## src/rtl/spi_sensor_responder.sv

```systemverilog
// spi_sensor_responder: SPI responder modelling the 8-bit light-sensor ADC.
// ss/sclk are oversampled on clk; each frame shifts {4'b0, sample, 4'b0} out
// on miso, MSB first, one bit per sclk rise. Samples arrive over valid/ready
// into a one-entry holding register.
// Build option SPI_RESP_SYNC2_EN: two-flop input synchronizer (S = 2);
// otherwise a single register stage (S = 1).
module spi_sensor_responder #(
  parameter int FRAME_BITS = 16,
  parameter int DATA_LSB   = 4,
  parameter int DATA_W     = 8
) (
  input  logic              clk,
  input  logic              rstn,
  input  logic              ss,
  input  logic              sclk,
  output logic              miso,
  input  logic [DATA_W-1:0] sample_data,
  input  logic              sample_valid,
  output logic              sample_ready,
  output logic              busy,
  output logic              frame_done,
  output logic              frame_abort,
  output logic              underrun
);

  localparam int CNT_W = $clog2(FRAME_BITS + 1);
  localparam logic [CNT_W-1:0] CNT_FULL = CNT_W'(FRAME_BITS);

  typedef enum logic [1:0] {IDLE, ARMED, SHIFT, TAIL} state_t;

  logic ss_s, sclk_s, ss_d, sclk_d;
  logic ss_fall, ss_rise, sclk_rise;

  // Synchronizer flops reset low so an ss already low at reset release is
  // not mistaken for a falling edge; the block waits for ss high then low.
`ifdef SPI_RESP_SYNC2_EN
  logic ss_m, sclk_m;

  // Two-stage synchronizer for genuinely asynchronous pins.
  always_ff @(posedge clk or negedge rstn) begin
    if (!rstn) begin
      ss_m   <= 1'b0;
      sclk_m <= 1'b0;
      ss_s   <= 1'b0;
      sclk_s <= 1'b0;
    end else begin
      ss_m   <= ss;
      sclk_m <= sclk;
      ss_s   <= ss_m;
      sclk_s <= sclk_m;
    end
  end
`else
  // Single register stage for same-clock or loop-back use.
  always_ff @(posedge clk or negedge rstn) begin
    if (!rstn) begin
      ss_s   <= 1'b0;
      sclk_s <= 1'b0;
    end else begin
      ss_s   <= ss;
      sclk_s <= sclk;
    end
  end
`endif

  // Delayed copy of the synchronized pins for edge detection.
  always_ff @(posedge clk or negedge rstn) begin
    if (!rstn) begin
      ss_d   <= 1'b0;
      sclk_d <= 1'b0;
    end else begin
      ss_d   <= ss_s;
      sclk_d <= sclk_s;
    end
  end

  assign ss_fall   = ss_d & ~ss_s;
  assign ss_rise   = ss_s & ~ss_d;
  assign sclk_rise = sclk_s & ~sclk_d;

  state_t                  state_q, state_d;
  logic [CNT_W-1:0]        cnt_q, cnt_d;
  logic [FRAME_BITS-1:0]   shreg_q, shreg_d, frame_load;
  logic [DATA_W-1:0]       hold, hold_d;
  logic                    hold_full, hold_full_d;
  logic                    miso_d, done_d, abort_d, under_d;

  assign frame_load   = {{(FRAME_BITS-DATA_W){1'b0}}, hold} << DATA_LSB;
  assign sample_ready = ~hold_full;
  assign busy         = (state_q != IDLE);

  // Frame FSM, shifter, holding register and event pulses: next-state logic.
  always_comb begin
    state_d     = state_q;
    cnt_d       = cnt_q;
    shreg_d     = shreg_q;
    miso_d      = miso;
    hold_d      = hold;
    hold_full_d = hold_full;
    done_d      = 1'b0;
    abort_d     = 1'b0;
    under_d     = 1'b0;

    if (state_q != IDLE && ss_rise) begin
      // End of frame: complete only if every frame bit went out.
      state_d = IDLE;
      miso_d  = 1'b0;
      cnt_d   = '0;
      if (state_q == TAIL || (state_q == SHIFT && cnt_q == CNT_FULL))
        done_d  = 1'b1;
      else
        abort_d = 1'b1;
    end else begin
      case (state_q)
        IDLE: begin
          miso_d = 1'b0;
          cnt_d  = '0;
          if (ss_fall) begin
            // Capture always; an empty holder means the last sample is resent.
            hold_full_d = 1'b0;
            under_d     = ~hold_full;
            if (sclk_rise) begin
              // Coincident first edge counts as bit 1.
              miso_d  = frame_load[FRAME_BITS-1];
              shreg_d = {frame_load[FRAME_BITS-2:0], 1'b0};
              cnt_d   = CNT_W'(1);
              state_d = SHIFT;
            end else begin
              shreg_d = frame_load;
              state_d = ARMED;
            end
          end
        end
        ARMED: begin
          if (sclk_rise) begin
            miso_d  = shreg_q[FRAME_BITS-1];
            shreg_d = {shreg_q[FRAME_BITS-2:0], 1'b0};
            cnt_d   = CNT_W'(1);
            state_d = SHIFT;
          end
        end
        SHIFT: begin
          if (sclk_rise) begin
            if (cnt_q < CNT_FULL) begin
              miso_d  = shreg_q[FRAME_BITS-1];
              shreg_d = {shreg_q[FRAME_BITS-2:0], 1'b0};
              cnt_d   = cnt_q + 1'b1;
            end else begin
              miso_d  = 1'b0;
              state_d = TAIL;
            end
          end
        end
        TAIL: begin
          miso_d = 1'b0;
        end
        default: begin
          state_d = IDLE;
          miso_d  = 1'b0;
        end
      endcase
    end

    // Producer write uses the pre-capture flag, so a same-cycle capture
    // takes the old value and the new sample refills the holder.
    if (sample_valid && !hold_full) begin
      hold_d      = sample_data;
      hold_full_d = 1'b1;
    end
  end

  // State, datapath and registered outputs.
  always_ff @(posedge clk or negedge rstn) begin
    if (!rstn) begin
      state_q     <= IDLE;
      cnt_q       <= '0;
      shreg_q     <= '0;
      miso        <= 1'b0;
      hold        <= '0;
      hold_full   <= 1'b0;
      frame_done  <= 1'b0;
      frame_abort <= 1'b0;
      underrun    <= 1'b0;
    end else begin
      state_q     <= state_d;
      cnt_q       <= cnt_d;
      shreg_q     <= shreg_d;
      miso        <= miso_d;
      hold        <= hold_d;
      hold_full   <= hold_full_d;
      frame_done  <= done_d;
      frame_abort <= abort_d;
      underrun    <= under_d;
    end
  end

endmodule
```

## config.mk

```make
export PLATFORM = sky130hd
export DESIGN_NAME = spi_sensor_responder
export DESIGN_NICKNAME = d
export VERILOG_FILES = /design/src/rtl/spi_sensor_responder.sv
export SDC_FILE = /design/constraint.sdc
export NUM_CORES = 1
export LEC_CHECK = 0
export ABC_AREA = 1
export BUFFER_PORTS_ARGS = -buffer_cell sky130_fd_sc_hd__buf_4
export CORE_MARGIN = 2
export CORE_UTILIZATION = 51
export CTS_CLUSTER_SIZE = 16
export DETAILED_ROUTE_END_ITERATION = 10
export GPL_TIMING_DRIVEN = 0
export PLACE_DENSITY_LB_ADDON = 0.3
export SLEW_MARGIN = 20
export SYNTH_ARGS = -nofsm -noshare
export SYNTH_HDL_FRONTEND = slang
export SYNTH_SLANG_ARGS = --single-unit
```

## constraint.sdc

```tcl
create_clock -name clk -period 2.3 [get_ports clk]
set_clock_uncertainty 0.15 [all_clocks]
set_input_delay 0.23 -clock clk [delete_from_list [all_inputs] [get_ports clk]]
set_output_delay 0.23 -clock clk [all_outputs]
set_load 0.03 [all_outputs]
```

==> impl_metrics.yaml <==
cells_and_area:
  final_nets: 276
  antennaDiodeCount: 0
  drive_above_1_share_pct: 21.8
  final_cell_mix: "90 x nand2_1, 36 x dfrtp_1, 24 x inv_1, 19 x buf_4, 18 x nand3_1"
  final_common_cell: "nand2_1"
  area_delta_synth_final_pct: 16.1
die:
  coreArea_sq_um: 3610
  die_h_microns: 64.7
  start_util_pct: 52.2
  num_io_pins: 19
  die_x_microns: 64.7
  core.rowCount: 22
  dieArea_sq_um: 4190
grt:
  grt_use_met1_pct: 23.9
  grt_usage_pct: 17.9
  grt_pass1_wl_microns: 5740
  overflow: 0
  use_met3_pct: 3.65
  grt_pass1_vias: 1348
  busiest_layer: "met2"
  grtUsageMet2_pct: 28.2
  grt_max_degree: 37
  antenna_found_initial: 0
clock_tree:
  ctsResizeCount: 0
  clock-sinks: 36
  clk_pin_slew_ns: 0.06
  cts.htree.levels: 2
  clockRootBuffer: "clkbuf_8"
  clk_path_buf_depth: 2
  worstSkewPairLatency_ns: 0.27
  cts_tree: "yes"
  numCtsBuffers: 5
  post-cts-setup-buffer-count: 0
sta:
  rsz0062_at_grt: "no"
  tightest_slew_ns: 0.430
  fmax_mhz: 545
  fin_tns_setup_ns: 0
  slew_violations: 0
  slew_headroom_pct: 71.3
  setup_viol: 0
  fin_crit_sh_pct: 79.8
  whs_ns: 0.0332
  fin_crit_ns: 1.83
  hold_viol_final: 0
detailed_routing:
  route.final.wire_length_microns: 3100
  vias_per_cell: 4.72
  num_vias: 1440
  drt_iter0_markers: 76
  dr.pass1.iters: 4
  drc: 0
  wl_per_cell_microns: 10.2
  ant_nets: 0
yosys:
  yosys.area.top_type: "dfrtp_1"
  yosys_warnings: 0
  ys_types: 26
  ys_seq_area_share_pct: 47.9
  synth_area_leaders: "dfrtp_1 48%, nand2_1 18%, nand3_1 4.8%"
  synth_nets: 248
  ys_seq_elements: 36
  netlist_instances: 229
  syn_area_sq_um: 1880
  yosysTopAreaCellShare_pct: 47.9
  syn_avg_cell_area_sq_um: 8.21
placement:
  io_buffers: 18
  gp_congestion: 0.802
  hpwl_microns: 2290
power_and_ir_drop:
  peakVddDrop_uv: 774
  p_leak_nw: 1.19
  power_density_nw_per_um2: 1300
worst_setup_path:
  worst_setup_path_start_kind: "register"
  cp.required_ns: 2.36
  critPathKind: "register to register"
  crit_arrival_ns: 1.90
  crit_fanout: 10
  end_kind: "register"
worst_hold_path:
  hold_class: "primary input to register"
status:
  outcome: "completed"
run:
  max-cap-violations: 0
repair_timing:
| action | 4_1_cts | 5_1_grt |
|---|---|---|
| hold endpoints to repair | 38 | 0 |
| hold buffers | 3 | 0 |
| setup endpoints to repair | 0 | 0 |
metal layers:
metal  part of all wire, %  up-vias  routed length (microns)
met5                     0        -                        0
met4                   1.5        0                       48
met3                   3.1        5                       96
met2                    46       24                     1420
met1                    49      645                     1530
li1                      -      766                        -
cell usage after synthesis:
| master | count |
|---|---|
| nand2_1 | 90 |
| dfrtp_1 | 36 |
| inv_1 | 24 |
| nand3_1 | 18 |
| nand2_2 | 8 |
| nor2_1 | 8 |
| mux2_2 | 7 |
| ha_1 | 6 |
| o21ai_0 | 6 |
| inv_2 | 3 |
| nand4_1 | 3 |
| a21oi_1 | 2 |
| buf_2 | 2 |
| nand2_4 | 2 |
| nand3_2 | 2 |
| nor2_2 | 2 |
| a21oi_2 | 1 |
| buf_4 | 1 |
| buf_6 | 1 |
| buf_8 | 1 |
| inv_4 | 1 |
| nor2_8 | 1 |
| nor3_1 | 1 |
| o211ai_1 | 1 |
| o21ai_1 | 1 |
| or2_1 | 1 |
metrics by stage:
| stage | instance area (sq um) | total power, mW | setup slack, ns | std cells | utilization, % |
|---|---|---|---|---|---|
| 6_report | 2180 | 2.84 | 0.466 | 305 | 60.5 |
| 2_1_floorplan | 1880 | 2.14 | 0.660 | 229 | - |
| 3_3_place_gp | 2080 | 2.43 | 0.461 | 295 | 57.6 |
| 4_1_cts | 2180 | 2.87 | 0.440 | 305 | 60.5 |
| 3_5_place_dp | 2080 | 2.45 | 0.471 | 295 | 57.6 |
| 5_1_grt | 2180 | 3.12 | 0.265 | 305 | 60.5 |
critical path: stages, from the launching register on:
cell,delay (ns)
dfrtp_1,0.39
inv_1,0.08
ha_1,0.28
buf_2,0.17
nor2_2,0.34
nand3_1,0.15
nand2_1,0.09
nand3_1,0.07
nand2_1,0.06
kinds of logic (layout without fill, tap and decap cells):
family / count (synthesis) / in the layout / synth area share, %
AND/OR/NAND/NOR: 136 / 136 / 32.6
flip-flops: 36 / 36 / 47.9
buffers and inverters: 33 / 61 / 8.05
AO/OA/AOI/OAI: 11 / 11 / 3.26
multiplexers: 7 / 7 / 4.19
adder cells (fa/ha/maj): 6 / 6 / 3.99
path summary, 6_finish.rpt:
| kind | cells after the start | endpoint | from | slack [ns] |
|---|---|---|---|---|
| max in group asynchronous | 2 | miso | rstn | 1.41 |
| worst min register to register | 0 | sclk_d | sclk_s | 0.30 |
| worst max-delay path | 8 | cnt_q[0] | state_q[0] | 0.47 |
| min in group asynchronous | 2 | underrun | rstn | 0.29 |
| worst max register to register | 8 | cnt_q[0] | state_q[0] | 0.47 |
| worst min-delay path | 2 | hold[1] | sample_data[1] | 0.03 |
cell type report:
cell class | instances | area, sq um
Fill cell | 317 | 1420
Tap cell | 48 | 60.1
Timing Repair Buffer | 21 | 165
Clock inverter | 1 | 5.00
Buffer | 5 | 43.8
Clock buffer | 6 | 72.6
Multi-Input combinational cell | 160 | 828
Inverter | 28 | 108
Sequential cell | 36 | 901
sequential cells by signal, indices dropped and copies added (netlist names):
signal / count
sclk_d: 1
cnt_q: 5
ss_d: 1
hold: 8
frame_abort: 1
hold_full: 1
shreg_q: 12
underrun: 1
miso: 1
state_q: 2
ss_s: 1
sclk_s: 1
frame_done: 1
where the power goes:
| part | internal [mW] | switching (mW) | leakage [nW] |
|---|---|---|---|
| combinational | 0.563 | 0.887 | 0.692 |
| sequential | 0.845 | 0.138 | 0.457 |
| clock | 0.206 | 0.197 | 0.0410 |
Power figures use the tool's default switching activity.
